### config.mk
export PLATFORM = sky130hd
export DESIGN_NAME = i2c_init_sequencer
export DESIGN_NICKNAME = d
export VERILOG_FILES = /design/src/rtl/i2c_init_sequencer.sv
export SDC_FILE = /design/constraint.sdc
export NUM_CORES = 1
export LEC_CHECK = 0
export CAP_MARGIN = 40
export CORE_ASPECT_RATIO = 1.2
export CORE_UTILIZATION = 40
export DETAILED_ROUTE_END_ITERATION = 10
export SLEW_MARGIN = 25
export SYNTH_ARGS = -nofsm -noshare
export SYNTH_HDL_FRONTEND = slang
export SYNTH_SLANG_ARGS = --single-unit
### constraint.sdc
create_clock -name clk -period 3.8 [get_ports clk]
set_input_delay 0.57 -clock clk [delete_from_list [all_inputs] [get_ports clk]]
set_output_delay 0.57 -clock clk [all_outputs]
set_load 0.01 [all_outputs]
### src/rtl/i2c_init_sequencer.sv
// i2c_init_sequencer: after a debounced go edge, walks a fixed table of
// (sub, data) register writes and hands each entry to I2C_master as one
// transaction. It reports progress, completion and handshake timeouts.
module i2c_init_sequencer #(
    parameter logic [6:0] DEV_ADDR    = 7'b1101000,
    parameter int         NUM_WRITES  = 4,
    parameter int         TIMEOUT     = 100000,
    parameter int         SYNC_STAGES = 2
) (
    input  logic       clk,
    input  logic       reset,
    input  logic       go,
    input  logic       ready,
    input  logic       done,
    output logic [6:0] addr,
    output logic [7:0] sub,
    output logic [7:0] data,
    output logic       start,
    output logic       busy,
    output logic       complete,
    output logic       error,
    output logic [1:0] index
);

    localparam int               CNT_W      = (TIMEOUT > 1) ? $clog2(TIMEOUT) : 1;
    localparam logic [CNT_W-1:0] CNT_LAST   = CNT_W'(TIMEOUT - 1);
    localparam logic [1:0]       LAST_INDEX = 2'(NUM_WRITES - 1);

    typedef enum logic [2:0] {
        IDLE,
        ISSUE,
        WAIT_ACK,
        WAIT_DONE,
        NEXT,
        FINISH,
        ERROR
    } state_t;

    state_t                 state, state_nxt;
    logic                   start_nxt, busy_nxt, complete_nxt, error_nxt;
    logic [1:0]             index_nxt;
    logic [CNT_W-1:0]       cnt, cnt_nxt, cnt_inc;
    logic [SYNC_STAGES-1:0] go_sync;
    logic                   go_prev;
    logic                   go_rise;

    // Bring the asynchronous go level into clk and remember its last value for edge detection
    always_ff @(posedge clk) begin
        if (reset) begin
            go_sync <= '0;
            go_prev <= 1'b0;
        end else begin
            go_sync[0] <= go;
            for (int i = 1; i < SYNC_STAGES; i++) begin
                go_sync[i] <= go_sync[i-1];
            end
            go_prev <= go_sync[SYNC_STAGES-1];
        end
    end

    assign go_rise = go_sync[SYNC_STAGES-1] & ~go_prev;

    // The counter saturates so a handshake landing on the final budget cycle still leaves no slack in WAIT_DONE
    assign cnt_inc = (cnt == CNT_LAST) ? cnt : cnt + CNT_W'(1);

    // State register plus the registered handshake and status outputs
    always_ff @(posedge clk) begin
        if (reset) begin
            state    <= IDLE;
            start    <= 1'b0;
            busy     <= 1'b0;
            complete <= 1'b0;
            error    <= 1'b0;
            index    <= 2'd0;
            cnt      <= '0;
        end else begin
            state    <= state_nxt;
            start    <= start_nxt;
            busy     <= busy_nxt;
            complete <= complete_nxt;
            error    <= error_nxt;
            index    <= index_nxt;
            cnt      <= cnt_nxt;
        end
    end

    // Sequencing: issue each entry, follow the master handshake, and abort when the per-entry budget runs out
    always_comb begin
        state_nxt    = state;
        start_nxt    = start;
        busy_nxt     = busy;
        complete_nxt = complete;
        error_nxt    = error;
        index_nxt    = index;
        cnt_nxt      = cnt;
        case (state)
            IDLE, FINISH, ERROR: begin
                if (go_rise) begin
                    state_nxt    = ISSUE;
                    complete_nxt = 1'b0;
                    error_nxt    = 1'b0;
                    index_nxt    = 2'd0;
                    busy_nxt     = 1'b1;
                    start_nxt    = 1'b0;
                end
            end
            ISSUE: begin
                if (ready) begin
                    start_nxt = 1'b1;
                    cnt_nxt   = '0;
                    state_nxt = WAIT_ACK;
                end
            end
            WAIT_ACK: begin
                if (!ready) begin
                    start_nxt = 1'b0;
                    cnt_nxt   = cnt_inc;
                    state_nxt = WAIT_DONE;
                end else if (cnt == CNT_LAST) begin
                    start_nxt = 1'b0;
                    busy_nxt  = 1'b0;
                    error_nxt = 1'b1;
                    state_nxt = ERROR;
                end else begin
                    cnt_nxt = cnt_inc;
                end
            end
            WAIT_DONE: begin
                if (done) begin
                    state_nxt = NEXT;
                end else if (cnt == CNT_LAST) begin
                    start_nxt = 1'b0;
                    busy_nxt  = 1'b0;
                    error_nxt = 1'b1;
                    state_nxt = ERROR;
                end else begin
                    cnt_nxt = cnt_inc;
                end
            end
            NEXT: begin
                if (index == LAST_INDEX) begin
                    busy_nxt     = 1'b0;
                    complete_nxt = 1'b1;
                    state_nxt    = FINISH;
                end else if (!done && ready) begin
                    index_nxt = index + 2'd1;
                    state_nxt = ISSUE;
                end
            end
            default: begin
                state_nxt = IDLE;
            end
        endcase
    end

    assign addr = DEV_ADDR;

    // Fixed register table; index only moves in NEXT so sub/data hold for a whole transaction
    always_comb begin
        sub  = 8'h20;
        data = 8'h0F;
        case (index)
            2'd0: begin sub = 8'h20; data = 8'h0F; end
            2'd1: begin sub = 8'h21; data = 8'h00; end
            2'd2: begin sub = 8'h22; data = 8'h08; end
            2'd3: begin sub = 8'h23; data = 8'h30; end
            default: begin sub = 8'h20; data = 8'h0F; end
        endcase
    end

endmodule

==> metrics.txt <==
status finished clean; synthesized area per cell about 8.0 µm²; final net count ~250; DP HPWL ~2800 µm; synth warn 0; initial core utilization 0.427; first-pass GRT wire length between 6000 and 7000 µm; Max Cap Viol 0; IO Pins 34; Crit path required time roughly 3.2 ns; DRT iter0 DRCs 76; total number of H-tree levels 2; Pwr Density between 300 and 400 nW/µm²; Max Clock Skew 0.00520 ns; CP endpoint kind output pin; area fraction of the dominant cell type after synthesis 0.312; ANT nets after route 0; endpoints failing setup 0; # fillers between 400 and 500; diodes inserted 0; CTS Buf Count 5; clock latency on the worst-skew pair approximately 0.28 ns; share of cells above drive strength 1 0.0658; share of flip-flops with an asynchronous set or reset 0; max-slew violations 0; xor/xnor share of the synthesized area 0.0518; switching part of the total power 0.273; TNS Setup 0 ns; Post-Syn Area ~1900 µm²; Synth area leaders dfxtp_1 31%, buf_4 7.7%, nor2_1 5.0%; synthesized flop and latch total 29; Adder-Cell Fraction of Synth Area 0.0498; vias in the first global route 1427; CTS max path bufs 2; Primary FF master, synth dfxtp_1; worst min path class register to register; CP Launch Type register; Synth Area in Compound Gates 0.194; Post-synth EDFFs 0; CTS tree done; DRT Wirelength ~3800 µm; WL/cell around 13 µm; post-synthesis mux area share 0.00538; CP Max Fanout 5; WP data arrival ~1.8 ns; DR vias/cell 5.26; Psw roughly 0.00019 W; via count approximately 1600; post-CTS resize count 0; setup ws final between 1 and 1.5 ns; largest family of logic cells by synthesized area simple AND/OR/NAND/NOR gates; chip width approximately 64 µm; pin count of the biggest net entering global routing 22; 1st-pass router iterations 4; CP Class register to output pin; Worst-Margin Slew 0.798 ns; Die Area between 4000 and 5000 µm²; min cycle time layout between 2 and 2.5 ns; Worst slew margin 0.463; area added between synthesis and finish 11.2%; synth unique cells between 50 and 60; initial antenna violation count 0; Clock transition at path regs around 0.060 ns; Post-CTS Setup Inserts 0; post-synthesis sequential area ratio 0.312; area of the core between 4000 and 5000 µm²; peak supply drop roughly 0.00019 V; Final Hold Viols 0; Comb power frac 0.166; clock share of power 0.361; DRC viols 0; Cells after Synth ~230; max frequency roughly 430 MHz; RSZ-0062 raised after global routing false; global route total overflow 0; Internal a little over 0.0005 W; gpl congestion between 0.7 and 0.8; row cnt 26; clock sink count 29; total track usage 0.167; PortBufs 18; Setup Slack @ Placement 1.32 ns; Die Ht about 77 µm; post-synthesis simple-gate area fraction 0.272; CTS hold repair buffers 0; period utilization 0.618; leakage roughly 0.7 nW; Clock Tree Root clkbuf_8; sequential share of power 0.473; Yosys top cell by area dfxtp_1
-- power by group through the flow --
| stage | clock (W) | combinational, W | sequential [W] |
|---|---|---|---|
| 2_1_floorplan | 0 | 0.000107 | 0.000327 |
| 6_report | 0.000252 | 0.000116 | 0.000330 |
| 5_1_grt | 0.000273 | 0.000132 | 0.000332 |
| 3_5_place_dp | 0 | 0.000116 | 0.000337 |
| 4_1_cts | 0.000260 | 0.000116 | 0.000330 |
| 3_3_place_gp | 0 | 0.000116 | 0.000337 |
-- path summary, 6_finish.rpt --
check | from | to | slack (ns) | cells past startpoint
max reg2reg | state[2] | error | 1.58 | 6
min | go_sync[0] | go_sync[1] | 0.45 | 1
min reg2reg | go_sync[0] | go_sync[1] | 0.45 | 1
max | index[0] | data[3] | 1.45 | 4
-- cell usage in the layout (no fill, tap or decap), types with 4 or more instances in the layout --
| cell type | n |
|---|---|
| dfxtp_1 | 29 |
| nor2_1 | 25 |
| clkdlybuf4s50_1 | 18 |
| a21oi_1 | 16 |
| conb_1 | 15 |
| nand3_1 | 13 |
| nand2_1 | 12 |
| o21ai_0 | 11 |
| nor2b_1 | 9 |
| inv_1 | 6 |
| xnor2_1 | 6 |
| nand2b_1 | 6 |
| nor3_1 | 6 |
| a211oi_1 | 6 |
| clkbuf_8 | 6 |
| xor2_1 | 5 |
| ha_1 | 5 |
| nor4_1 | 4 |
-- cell usage after synthesis, types with 2 or more instances --
master	count
ha_1	5
o211ai_1	2
buf_4	19
nand2b_1	6
and2_1	2
a221oi_1	3
conb_1	2
nand3b_1	2
clkbuf_1	9
or2_2	2
dfxtp_1	29
inv_1	6
xnor2_1	6
a21oi_1	16
o21ai_0	11
nand2_1	12
nand3_1	13
xor2_1	5
nor2_1	25
nor4_1	4
nor3_1	6
a21o_1	3
or3_1	3
nor2b_1	9
a211oi_1	6
-- registers in the layout (all words and copies together), names as in the netlist --
register  count
go_prev       1
start         1
busy          1
go_sync       2
error         1
cnt          17
state         3
index         2
complete      1
-- kinds of logic (layout without fill, tap and decap cells) --
group                      after synthesis  count (layout)
muxes                                    1               1
and+or+nand+nor                         94              94
buffers and inverters                   36              32
adders and majority gates                7               7
other                                    2              15
AOI/OAI and AO/OA                       54              54
xor gates and xnor gates                11              11
DFF                                     29              29
-- worst max-delay path: stages, from the launching register on --
cell             delay, ns
dfxtp_1               0.42
inv_1                 0.09
ha_1                  0.24
or2_2                 0.28
clkdlybuf4s50_1       0.47
-- through the flow --
step           hold WS (ns)  total power (W)  utilization  instances  cell area [µm²]
6_report              0.454         0.000698        0.474        299             2070
2_1_floorplan         0.414         0.000434            -        247             1910
3_3_place_gp          0.419         0.000452        0.455        292             1980
4_1_cts               0.458         0.000706        0.474        299             2070
5_1_grt               0.470         0.000737        0.474        299             2070
3_5_place_dp          0.451         0.000453        0.455        292             1980
-- area by class of cell --
type,instances,area [µm²],share of cell area
inverters,6,22.5,0.0109
well taps,56,70.1,0.0339
multi-input cells,182,1120,0.542
clock buffers,7,86.3,0.0417
flip-flops and latches,29,581,0.281
repair buffers,19,188,0.0907
-- layer usage --
metal	vias to the layer above	global-route usage	routed length [µm]
met5	-	0	0
met4	0	0.0822	72
li1	807	-	-
met2	27	0.292	1890
met3	7	0.0268	94
met1	732	0.194	1720
Note: power is estimated with default switching activity, not from simulation.
